[config.mk]
export PLATFORM = sky130hd
export DESIGN_NAME = pll_lock_supervisor
export DESIGN_NICKNAME = d
export VERILOG_FILES = /design/src/rtl/pll_lock_supervisor.sv
export SDC_FILE = /design/constraint.sdc
export NUM_CORES = 1
export LEC_CHECK = 0
export ABC_AREA = 1
export BUFFER_PORTS_ARGS = -buffer_cell sky130_fd_sc_hd__buf_4
export CORE_MARGIN = 4
export CORE_UTILIZATION = 50
export CTS_CLUSTER_SIZE = 12
export DETAILED_ROUTE_END_ITERATION = 8
export PLACE_DENSITY = 0.82
export SLEW_MARGIN = 20
export SYNTH_ARGS = -nofsm -noshare
export SYNTH_HDL_FRONTEND = slang
export SYNTH_SLANG_ARGS = --single-unit
[constraint.sdc]
create_clock -name CLKI -period 1.8 [get_ports CLKI]
set_clock_uncertainty 0.2 [all_clocks]
set_input_delay 0.09 -clock CLKI [delete_from_list [all_inputs] [get_ports CLKI]]
set_output_delay 0.09 -clock CLKI [all_outputs]
set_load 0.05 [all_outputs]
[src/rtl/pll_lock_supervisor.sv]
// pll_lock_supervisor
//
// Supervises a PLL from its own free-running reference clock. Pulses the PLL
// reset, waits for the PLL lock indication, qualifies it over a run of
// consecutive locked cycles, then releases NUM_CH downstream reset domains one
// after another. Lock lost after qualification restarts the whole sequence and
// is counted. Too many consecutive lock timeouts park the block in a terminal
// failure state that only RSTN leaves.
//
// Parameters
//   NUM_CH        number of downstream reset domains (1..8)
//   RST_CYCLES    PLL_RST pulse width in CLKI cycles (>=1)
//   LOCK_TIMEOUT  cycles allowed for lock before a retry (>=1)
//   STABLE_CYCLES consecutive locked cycles required before release (>=1)
//   STAGGER       cycles between successive domain releases (>=1)
//   RETRY_MAX     consecutive timeouts before FAIL, 0 = retry forever
//   CNT_W         width of LOSS_CNT
//
// Ports
//   CLKI       in   reference clock (also the PLL input clock)
//   RSTN       in   asynchronous active-low reset
//   PLL_LOCK   in   PLL lock output, asynchronous to CLKI
//   CLR_LOSS   in   synchronous clear of LOSS_CNT
//   PLL_RST    out  active-high PLL reset
//   RST_OUT_N  out  active-low per-domain resets, bit 0 released first
//   LOCKED     out  all domains released with lock qualified
//   FAIL       out  retry budget exhausted
//   LOSS_CNT   out  saturating count of lock-loss events after qualification
//
// Every output is a flop; no input reaches an output combinationally.

module pll_lock_supervisor #(
    parameter int NUM_CH        = 2,
    parameter int RST_CYCLES    = 16,
    parameter int LOCK_TIMEOUT  = 4096,
    parameter int STABLE_CYCLES = 256,
    parameter int STAGGER       = 8,
    parameter int RETRY_MAX     = 3,
    parameter int CNT_W         = 8
) (
    input  logic              CLKI,
    input  logic              RSTN,
    input  logic              PLL_LOCK,
    input  logic              CLR_LOSS,
    output logic              PLL_RST,
    output logic [NUM_CH-1:0] RST_OUT_N,
    output logic              LOCKED,
    output logic              FAIL,
    output logic [CNT_W-1:0]  LOSS_CNT
);

    function automatic int max2(input int a, input int b);
        return (a > b) ? a : b;
    endfunction

    // S_RELEASE spends this many cycles before handing over to S_RUN.
    localparam int REL_CYCLES = STAGGER * (NUM_CH - 1) + 1;

    // One shared phase timer covers every state; size it for the longest.
    localparam int TMR_MAX = max2(max2(RST_CYCLES, LOCK_TIMEOUT),
                                  max2(STABLE_CYCLES, REL_CYCLES));
    localparam int TMR_W   = $clog2(TMR_MAX + 1);
    localparam int RETRY_W = (RETRY_MAX > 0) ? $clog2(RETRY_MAX + 1) : 1;

    localparam logic [TMR_W-1:0]   RST_LAST    = TMR_W'(RST_CYCLES - 1);
    localparam logic [TMR_W-1:0]   WAIT_LAST   = TMR_W'(LOCK_TIMEOUT - 1);
    localparam logic [TMR_W-1:0]   STABLE_LAST = TMR_W'(STABLE_CYCLES - 1);
    localparam logic [TMR_W-1:0]   REL_END     = TMR_W'(REL_CYCLES);
    localparam logic [RETRY_W-1:0] RETRY_LIM   = RETRY_W'(RETRY_MAX);

    typedef enum logic [2:0] {
        S_RST,
        S_WAIT,
        S_STABLE,
        S_RELEASE,
        S_RUN,
        S_FAIL
    } state_t;

    state_t             state;
    logic [TMR_W-1:0]   tmr;
    logic [TMR_W-1:0]   tmr_inc;
    logic [RETRY_W-1:0] retry;
    logic [RETRY_W-1:0] retry_inc;
    logic               lock_p0;
    logic               lock_s;
    logic               loss_evt;

    // Thermometer of released domains: bit k is free once `elapsed` cycles
    // since entering S_RELEASE reach STAGGER*k.
    function automatic logic [NUM_CH-1:0] rel_mask(input logic [TMR_W-1:0] elapsed);
        logic [NUM_CH-1:0] m;
        m = '0;
        for (int k = 0; k < NUM_CH; k++) begin
            m[k] = (int'(elapsed) >= STAGGER * k);
        end
        return m;
    endfunction

    // Saturating loss counter; a clear coinciding with a loss leaves one
    // count so that event is not lost.
    function automatic logic [CNT_W-1:0] loss_next(input logic [CNT_W-1:0] cur,
                                                   input logic             clr,
                                                   input logic             loss);
        if (clr) begin
            return loss ? CNT_W'(1) : '0;
        end
        if (loss && (cur != {CNT_W{1'b1}})) begin
            return cur + CNT_W'(1);
        end
        return cur;
    endfunction

    // ---- stage p0/s: two-flop synchroniser for the asynchronous lock ----
    always_ff @(posedge CLKI or negedge RSTN) begin
        if (!RSTN) begin
            lock_p0 <= 1'b0;
            lock_s  <= 1'b0;
        end else begin
            lock_p0 <= PLL_LOCK;
            lock_s  <= lock_p0;
        end
    end

    always_comb begin
        tmr_inc   = tmr + TMR_W'(1);
        retry_inc = retry + RETRY_W'(1);
        loss_evt  = !lock_s && ((state == S_RELEASE) || (state == S_RUN));
    end

    // ---- stage fsm: sequencing state machine with registered outputs ----
    always_ff @(posedge CLKI or negedge RSTN) begin
        if (!RSTN) begin
            state     <= S_RST;
            tmr       <= '0;
            retry     <= '0;
            PLL_RST   <= 1'b1;
            RST_OUT_N <= '0;
            LOCKED    <= 1'b0;
            FAIL      <= 1'b0;
            LOSS_CNT  <= '0;
        end else begin
            LOSS_CNT <= loss_next(LOSS_CNT, CLR_LOSS, loss_evt);

            case (state)
                S_RST: begin
                    if (tmr == RST_LAST) begin
                        state   <= S_WAIT;
                        tmr     <= '0;
                        PLL_RST <= 1'b0;
                    end else begin
                        tmr <= tmr_inc;
                    end
                end

                S_WAIT: begin
                    if (lock_s) begin
                        state <= S_STABLE;
                        tmr   <= '0;
                    end else if (tmr == WAIT_LAST) begin
                        tmr     <= '0;
                        PLL_RST <= 1'b1;
                        // With RETRY_MAX = 0 the count is never consulted,
                        // so it is frozen rather than left to wrap.
                        if (RETRY_MAX != 0) begin
                            retry <= retry_inc;
                        end
                        if ((RETRY_MAX != 0) && (retry_inc == RETRY_LIM)) begin
                            state <= S_FAIL;
                            FAIL  <= 1'b1;
                        end else begin
                            state <= S_RST;
                        end
                    end else begin
                        tmr <= tmr_inc;
                    end
                end

                S_STABLE: begin
                    if (!lock_s) begin
                        // A glitch is not a timeout: restart the lock wait
                        // without spending a retry.
                        state <= S_WAIT;
                        tmr   <= '0;
                    end else if (tmr == STABLE_LAST) begin
                        state     <= S_RELEASE;
                        tmr       <= '0;
                        retry     <= '0;
                        RST_OUT_N <= rel_mask('0);
                    end else begin
                        tmr <= tmr_inc;
                    end
                end

                S_RELEASE: begin
                    if (!lock_s) begin
                        state     <= S_RST;
                        tmr       <= '0;
                        PLL_RST   <= 1'b1;
                        RST_OUT_N <= '0;
                        LOCKED    <= 1'b0;
                    end else begin
                        tmr       <= tmr_inc;
                        RST_OUT_N <= rel_mask(tmr_inc);
                        if (tmr_inc == REL_END) begin
                            state  <= S_RUN;
                            LOCKED <= 1'b1;
                        end
                    end
                end

                S_RUN: begin
                    if (!lock_s) begin
                        state     <= S_RST;
                        tmr       <= '0;
                        PLL_RST   <= 1'b1;
                        RST_OUT_N <= '0;
                        LOCKED    <= 1'b0;
                    end
                end

                S_FAIL: begin
                    PLL_RST   <= 1'b1;
                    RST_OUT_N <= '0;
                    LOCKED    <= 1'b0;
                    FAIL      <= 1'b1;
                end

                default: begin
                    state     <= S_RST;
                    tmr       <= '0;
                    PLL_RST   <= 1'b1;
                    RST_OUT_N <= '0;
                    LOCKED    <= 1'b0;
                end
            endcase
        end
    end

endmodule

## Word level (Yosys, flattened, before mapping)

Cells that the tools add are included.

- Memory bits (read-only): 0
- Input port bits: 4
- Word-level logic and storage cells: 107
- Bits in latches: 0
- Bits in writable memories: 0
- Memories kept: 0
- Output and inout port bits: 13
- Register bits after elaboration: 33

- Bitwise operators: 4
- Divide/modulo/power cells: 0
- Muxes and demuxes: 49
- Magnitude comparators: 1
- Reduce and logical (&&, ||, !) cells: 18
- Eq/ne operators: 22
- Add/sub/neg operators: 3
- Shift-type cells: 0
- Multiply operators: 0

Operators by type and width:

| cell | count |
|---|---|
| 13-bit 2-to-1 mux | 7 |
| 13-bit one-hot mux with 6 select lines | 1 |
| 8-bit 2-to-1 mux | 4 |
| 3-bit 2-to-1 mux | 9 |
| 13-bit by 4-bit equality test with 1-bit output (second input constant) | 2 |
| 3-bit one-hot mux with 6 select lines | 1 |
| 2-bit 2-to-1 mux | 8 |
| 2-bit != test (second input constant) | 8 |
| 1-bit 2-to-1 mux | 14 |
| 13-bit by 1-bit adder with 13-bit output (second input constant) | 1 |
| 13-bit by 12-bit equality test with 1-bit output (second input constant) | 1 |
| 13-bit by 8-bit equality test with 1-bit output (second input constant) | 1 |
| 13-bit by 4-bit greater-or-equal comparator with 1-bit output (second input constant) | 1 |
| 5-bit AND reduction | 2 |
| 8-bit by 1-bit adder with 8-bit output (second input constant) | 1 |
| 8-bit != test (second input constant) | 1 |
| 2-bit one-hot mux with 4 select lines | 1 |
| 4-bit AND reduction | 2 |
| 3-bit by 2-bit equality test with 1-bit output (second input constant) | 2 |
| 3-bit equality test (second input constant) | 2 |
| 3-bit != test (second input constant) | 2 |
| 6-bit AND reduction | 1 |
| 2-bit nonzero test | 3 |
| 1-bit NOT | 4 |
| 16 further kinds | 18 |

## Longest topological paths before layout

Gate-level depths: netlist (run 1).

- Depth after elaboration: 8
- Depth in mapped cells: 13
- Gate-level depth less buffers: 13

## Least setup slack after synthesis (run 1)

OpenSTA, ideal clock, no wires.

- Path type: reg2reg
- Start point: register LOSS_CNT[0]
- End point: register LOSS_CNT[7]
- Library setup time: 0.120 ns
- Cell stages (with the launch flop): 12
- Data arrival time: 1.629 ns
- Data required time: 1.480 ns
- Setup slack: -0.149 ns
- Period minus slack after synthesis: 1.949 ns
- Cells stage by stage: dfrtp_1 ha_1 nand2_1 nor2_1 nand2_1 nand3_2 inv_2 nand2_1 nor2_2 nand2_1 o21ai_1 nor2_1

- Cells in the longest elaborated chain, start to end: 5
- Elaborated cells on any way between the ends: 9
- Those cells by class: 1 x add/sub; 1 x eq/ne; 5 x mux; 2 x reduce/logical

RTL lines:

| element | line | text |
|---|---|---|
| start, declared | 49 | `output logic [CNT_W-1:0] LOSS_CNT` |
| start signal, assigned | 143 | `LOSS_CNT <= loss_next(LOSS_CNT, CLR_LOSS, loss_evt);` |
| branches (longest 5 deep; another with 8-bit by 1-bit adder with 8-bit output) | n/a |  |

Parallel ways; which one is timed is not known. The select of a mux whose other input is x is not followed.
A chain may end at the register's enable or synchronous reset.

## Worst setup path after layout (run 1)

- Start point: register tmr[3]
- End point: register state[0]

- Cells in the longest elaborated chain, start to end: 4
- Elaborated cells on any way between the ends: 10
- Those cells by class: 1 x add/sub; 8 x eq/ne; 1 x reduce/logical

RTL lines:

| element | line | text |
|---|---|---|
| start, declared | 81 | `logic [TMR_W-1:0] tmr;` |
| start signal, assigned | 152 | `tmr <= tmr_inc;` |
| start signal, assigned | 175 | `tmr <= tmr_inc;` |
| start signal, assigned | 191 | `tmr <= tmr_inc;` |
| 13-bit by 1-bit adder with 13-bit output | 126 | `tmr_inc = tmr + TMR_W'(1);` |
| 13-bit by 4-bit equality test with 1-bit output | 205 | `if (tmr_inc == REL_END) begin` |
| 3-bit by 2-bit != test with 1-bit output (no line) | n/a |  |
| 6-bit AND reduction (no line) (*) | n/a |  |
| end signal, assigned | 134 | `state <= S_RST;` |
| end signal, assigned | 206 | `state <= S_RUN;` |
| end signal, assigned | 214 | `state <= S_RST;` |
| end, declared | 80 | `state_t state;` |

Mark *: on every way between the ends. The rest lies on a longest branch, timed or not.

==> impl_results.md, run 1 <==
* Status: complete, but fails checks
* Failing checks: setup timing
* Clk slew on worst S/H paths at 80 ps
* Port bufs at 16
* EDFF count, synth at 0
* FP Rows at 22
* Max cap viols at 0
* CP Capture Type: flop
* Required time of the critical path at 1800 ps
* N_diodes at 0
* Vias in the first global route at 2035
* Area contributors post-synth: dfrtp_1 (42%), nand2_1 (13%), inv_1 (6.1%)
* Synth area leader: dfrtp_1
* GRT met1 Usage at 26.1%
* Sequential share of the synthesized area at 43.4%
* Sink Count at 33
* Worst-Margin Slew at 582 ps
* Worst-path fanout max at 4
* # IOs at 17
* Die area at 4860 sq um
* Min Tclk post-route at 2140 ps
* CTS tree: done
* Design area at 2800 sq um
* Post-synth top cells: nand2_1 (68), dfrtp_1 (32), inv_1 (31)
* Post-synth ARST share at 100%
* First-pass GRT wire length at 8780 microns
* Overall power at 3.47 mW
* Via count at 2291
* DRC at 0
* Fin nets at 338
* Max H-tree Level at 2
* Setup_tns at -4320 ps
* Largest net degree at the start of global routing at 34
* Adder-Cell Fraction of Synth Area at 2.63%
* Global routing's busiest layer: met2
* Fin worst setup slack at -335 ps
* Worst slew margin at 60.8%
* Reg2reg end: state[0]$_DFFE_PN0P_
* Post-synthesis simple-gate area fraction at 34.3%
* Root Buffer Master: clkbuf_8
* Setup repair after global routing missed its margin: yes
* Synth unique cells at 27
* Final core occ at 76.4%
* Mux cell area share after synthesis at 0%
* Yosys warning count at 0
* Initial Util at 52.0%
* Synth Area in XOR/XNOR at 0.920%
* Yosys reg bits at 33
* Synth top area share at 42.0%
* Total grt overflow at 0
* Reg2reg path depth at 13
* Layout cells sized above 1 at 41.4%
* Post-synthesis cell area at 1900 sq um
* Cell Pwr Density at 1240 nW/um^2
* Gpl congestion at 0.948
* TritonCTS Buffers at 5
* Met2 Use GR at 38.8%
* Die Span Y at 69.7 microns
* Number of antenna violations at the first check in global routing at 0
* Leakage power at 1.30 nW
* DR iter-0 viols at 293
* FMAX at 468 MHz
* GRT Util Overall at 22.3%
* Post-Syn Nets at 268
* Final hold vios at 0
* Mapped Cells at 260
* Clk buf depth at 2
* Fin. max-slew vios at 0
* Reg2reg start: tmr[3]$_DFFE_PN0P_
* Main combinational cell family by area after synthesis: simple AND/OR/NAND/NOR gates
* Fin crit share at 119%
* Mean routed wirelength per cell at 17.0 microns
* Grt met3 use at 5.51%
* Type of the tightest min-delay check: in2async
* Maximum vdd drop at 0.746 mV
* Post-DR vias/cell at 6.04
* R2R Setup Slk at -340 ps
* First-pass iteration count of the detailed router at 8
* Total routed wirelength at 6450 microns
* Area Growth Syn to Fin at 46.9%
* Syn avg cell area at 7.32 sq um
* Endpoints failing setup at 25
* Count leader, synth: nand2_1
* Compound-cell area share of the yosys netlist at 11.6%
* Crit Path Category: reg2reg
* Die width at 69.7 microns
* Antenna viol nets, final at 0
* Critical Path AT at 2130 ps
* Placed cell areas at 2370 sq um
* CP Launch Type: flop
* Worst-skew pair later-pin latency at 310 ps
* Worst slack at placement at -205 ps
* HPWL after DPL at 3560 microns
* Synth Flop Type: dfrtp_1
* Core Box Area at 3660 sq um
==> logic make-up (layout without fill, tap and decap cells) <==
kind of cell,Yosys count,after routing
AO/OA/AOI/OAI,40,40
XOR/XNOR,2,2
adder cells (fa/ha/maj),4,4
buffers and inverters,36,107
flip-flops,33,33
AND/OR/NAND/NOR,145,145
==> placed cells by master, fill, tap and decap left out, types with 5 or more instances in the layout <==
master	n
o21ai_0	6
buf_4	58
nand2_1	54
dfrtp_2	7
a21oi_1	6
inv_1	29
nor2_1	19
clkbuf_8	6
o21ai_1	9
nand2_2	15
inv_2	5
o22ai_1	6
nor3_1	7
nor2_2	11
nand3_2	6
nand3_1	18
dfrtp_1	25
==> layout make-up <==
type | count | area, sq um
Multi-Input combinational cell | 191 | 1150
Inverter | 35 | 134
Fill cell | 218 | 863
Tap cell | 48 | 60.1
Clock buffer | 7 | 86.3
Clock inverter | 1 | 30.0
Sequential cell | 33 | 836
Timing Repair Buffer | 64 | 499
==> registers in the layout, indices dropped and copies added (netlist names) <==
| register | cells |
|---|---|
| lock_p0 | 1 |
| tmr | 13 |
| RST_OUT_N | 2 |
| PLL_RST | 1 |
| FAIL | 1 |
| lock_s | 1 |
| state | 3 |
| retry | 2 |
| LOCKED | 1 |
| LOSS_CNT | 8 |
==> power by group <==
part / switching [mW] / internal (mW) / leakage (nW)
Clock: 0.298 / 0.452 / 0.0585
Sequential: 0.152 / 0.887 / 0.425
Combinational: 1.05 / 0.636 / 0.816
Total: 1.50 / 1.97 / 1.30
==> what timing repair did <==
item | in CTS | in global routing
hold endpoints to repair | 41 | 0
buffers inserted | 2 | 6
hold buffers | 3 | 0
setup endpoints to repair | 23 | 29
resized for setup | 20 | 46
pin swaps | 6 | 20
==> worst max path at each step <==
stage / from / end / slack [ps]
6_report: tmr[3]$_DFFE_PN0P_ / state[0]$_DFFE_PN0P_ / -340
5_1_grt: tmr[0]$_DFFE_PN0P_ / state[0]$_DFFE_PN0P_ / -420
4_1_cts: tmr[0]$_DFFE_PN0P_ / state[0]$_DFFE_PN0P_ / -110
3_5_place_dp: tmr[0]$_DFFE_PN0P_ / state[0]$_DFFE_PN0P_ / -210
3_3_place_gp: tmr[0]$_DFFE_PN0P_ / state[0]$_DFFE_PN0P_ / -120
2_1_floorplan: LOSS_CNT[0]$_DFFE_PN0P_ / LOSS_CNT[7]$_DFFE_PN0P_ / -20
==> per-layer routing <==
layer / wire (microns) / part of all wire, % / vias up
met4: 417 / 6.5 / 0
li1: - / - / 995
met1: 2300 / 36 / 1073
met5: 0 / 0 / -
met2: 3120 / 48 / 175
met3: 608 / 9.4 / 48
==> per-stage QoR <==
| stage | hold slack (ps) | instances |
|---|---|---|
| after floorplan | -406 | 260 |
| after CTS | 84.7 | 373 |
| after global placement | -146 | 360 |
| final | 59.9 | 379 |
| after global routing | 123 | 379 |
| after detailed placement | -142 | 360 |
==> critical path, stage by stage (launching register included) <==
cell and delay, ps:
dfrtp_1 430, nand2_1 140, nor2_2 160, nand2_2 90
nand2_2 70, nand2_2 60, nor2_1 120, nand2_1 130
nor2_2 200, nand2_1 100, nand2_2 130, nand2_2 80
nand2_2 70, nand2_1 70
Power figures use the tool's default switching activity.
==> run 2, diff against run 1 <==
CORE_UTILIZATION = 47   (was 50)
PLACE_DENSITY = 0.79   (was 0.82)
==> impl_results.md, run 2 (synthesis results as in run 1) <==
* Status: complete, but fails checks
* Failing checks: setup timing
* Port bufs at 16 (unchanged)
* Most frequent cells in the layout: buf_4 (72), nand2_1 (49), inv_1 (29)
* First-pass iteration count of the detailed router at 5 (-3)
* N_diodes at 0 (unchanged)
* Fin crit share at 115% (-3.7 points)
* Setup_tns at -3870 ps (+447 ps)
* CTS tree: done
* Fin worst setup slack at -268 ps (+66.6 ps)
* Clk slew on worst S/H paths at 70 ps (about the same)
* Reg2reg end: state[1]$_DFFE_PN0P_
* WP depth at 12 (-1)
* Commonest non-fill, non-tap cell in the layout: buf_4
* CP Capture Type: flop
* R2R Setup Slk at -270 ps (+70 ps)
* Setup crit start: tmr[5]$_DFFE_PN0P_
* CP max stage cell: dfrtp_1
* Maximum vdd drop at 0.962 mV (+29%)
* Max reg flops at 13 (unchanged)
* Fin. max-slew vios at 0 (unchanged)
* Vias in the first global route at 1920 (-5.7%)
* Critical Path AT at 2060 ps (-70 ps)
* End of the critical path: state[1]$_DFFE_PN0P_
* Cell Pwr Density at 1160 nW/um^2 (-6.7%)
* Area Growth Syn to Fin at 56.8%
* Reg2reg start: tmr[5]$_DFFE_PN0P_
* Crit path max-delay family: simple AND/OR/NAND/NOR gates
* FP Rows at 22 (unchanged)
* Root Buffer Master: clkbuf_8
* Setup repair after global routing missed its margin: yes
* Worst-path fanout max at 4 (unchanged)
* # IOs at 17 (unchanged)
* Fin nets at 353 (+4.4%)
* HPWL after DPL at 3570 microns (+0.31%)
* Via count at 2261 (-1.3%)
* Leakage power at 1.38 nW (+6.6%)
* Worst-skew pair later-pin latency at 300 ps (about the same)
* Post-DR vias/cell at 5.74 (-5.1%)
* Number of antenna violations at the first check in global routing at 0 (unchanged)
* Required time of the critical path at 1790 ps (about the same)
* Worst slew margin at 71.9% (+11 points)
* Total routed wirelength at 6770 microns (+4.9%)
* FILL cells at 216 (-0.92%)
* Gpl congestion at 0.934 (-1.4%)
* CP Buf/Inv Count at 1 (+1)
* FMAX at 483 MHz (+3.2%)
* Mean routed wirelength per cell at 17.2 microns (+0.89%)
* Die Span Y at 71.7 microns (+2.8%)
* Layout cells sized above 1 at 48.3% (+6.9 points)
* First-pass GRT wire length at 8940 microns (+1.8%)
* Endpoints failing setup at 26 (+4.0%)
* Die width at 71.7 microns (+2.8%)
* Core Box Area at 3800 sq um (+3.8%)
* Biggest regs: tmr (13), LOSS_CNT (8), state (3)
* Final hold vios at 0 (unchanged)
* Most numerous cell on the critical path: nand2_2
* Max cap viols at 0 (unchanged)
* TritonCTS Buffers at 5 (unchanged)
* Cells along the critical path: nand2_2, nor2_4, buf_4, nand3_1, nand2_1, nand3_2, nor2_4, nand2_1, nand2_2, nand2_2, nand2_2, nand2_2
* Initial Util at 50.1% (-1.9 points)
* WHS at 67.1 ps (+7.17 ps)
* Delay of the slowest critical-path stage at 440 ps (about the same)
* CP Launch Type: flop
* Min Tclk post-route at 2070 ps (-66.6 ps)
* Type of the tightest min-delay check: in2async
* Largest Register: tmr
* Max H-tree Level at 2 (unchanged)
* Antenna viol nets, final at 0 (unchanged)
* Worst-Margin Slew at 421 ps (-161 ps)
* Largest net degree at the start of global routing at 34 (unchanged)
* Total grt overflow at 0 (unchanged)
* DRC at 0 (unchanged)
* Die area at 5130 sq um (+5.6%)
* Sink Count at 33 (unchanged)
* GRT Util Overall at 21.9% (-0.44 points)
* DR iter-0 viols at 320 (+9.2%)
* Crit Path Category: reg2reg
* Reg2reg path depth at 12 (-1)
* Clk buf depth at 2 (unchanged)
-- run 2: cell types whose count changed in the layout (fill, tap and decap cells not counted), moves of 2 or more --
cell	change
buf_4	+14
clkinv_2	+2
nand2_1	-5
nand2_2	+5
nand3_1	-4
nand3_2	+2
nand3_4	+2
nor2_2	-5
nor2_4	+5
o21ai_0	-3
o21ai_2	+3
o22ai_1	-5
o22ai_2	+5
-- run 2: what timing repair did --
action                                 in CTS  in global routing
endpoints found under the hold margin      42                  0
pin swaps                                  20                 33
buffers inserted                            4                 12
gates resized for setup                    38                 54
setup endpoints to repair                  23                 27
hold buffers                                3                  0
-- run 2: report_power, final --
| part | internal, mW | switching (mW) | leakage (nW) | total, mW |
|---|---|---|---|---|
| clock network | 0.266 | 0.291 | 0.0439 | 0.557 |
| registers | 0.886 | 0.123 | 0.426 | 1.01 |
| logic | 0.722 | 1.17 | 0.915 | 1.89 |
| total | 1.87 | 1.58 | 1.38 | 3.46 |
-- run 2: worst min-delay path by stage --
stage | startpoint | depth (start not counted) | endpoint | slack [ps]
final | RSTN | 2 | tmr[11]$_DFFE_PN0P_ | 70
after global routing | RSTN | 2 | tmr[6]$_DFFE_PN0P_ | 110
after CTS | RSTN | 2 | tmr[6]$_DFFE_PN0P_ | 80
after detailed placement | RSTN | 1 | tmr[5]$_DFFE_PN0P_ | -150
after global placement | RSTN | 1 | tmr[5]$_DFFE_PN0P_ | -150
after floorplan | RSTN | 0 | FAIL$_DFFE_PN0P_ | -410
-- run 2: layout make-up --
class	count	area, sq um	share of cell area [%]
clock buffer	5	68.8	2.31
clock inverter	3	17.5	0.587
inverter	35	139	4.65
multi-input combinational	191	1250	41.9
sequential	33	835	28.0
tap	48	60.1	2.01
timing repair buffer	79	616	20.6
-- run 2: worst register-to-register path: cells and delay by family, from the launching register on --
kind | cells | cell delay (ps)
buffers and inverters | 1 | 140
and+or+nand+nor | 11 | 1180
DFF | 1 | 440
-- run 2: per-stage QoR --
stage               total power, mW  setup WS, ps  cell area, sq um  utilization (%)  cells
CTS                            3.10          -112              2700             71.1    383
finish                         3.46          -268              2990             78.6    394
floorplan                      1.83         -22.8              1910                -    260
detailed placement             2.34          -192              2430             63.9    368
global placement               2.30          -138              2430             63.9    368
global route                   3.65          -382              2990             78.6    394
-- run 2: routing by layer --
layer / wire length (microns) / vias to the layer above / GRT usage [%]
met4: 230 / 0 / 7.10
li1: - / 1022 / -
met2: 3270 / 129 / 33.4
met1: 2750 / 1076 / 31.3
met3: 516 / 34 / 4.35
met5: 0 / - / 0
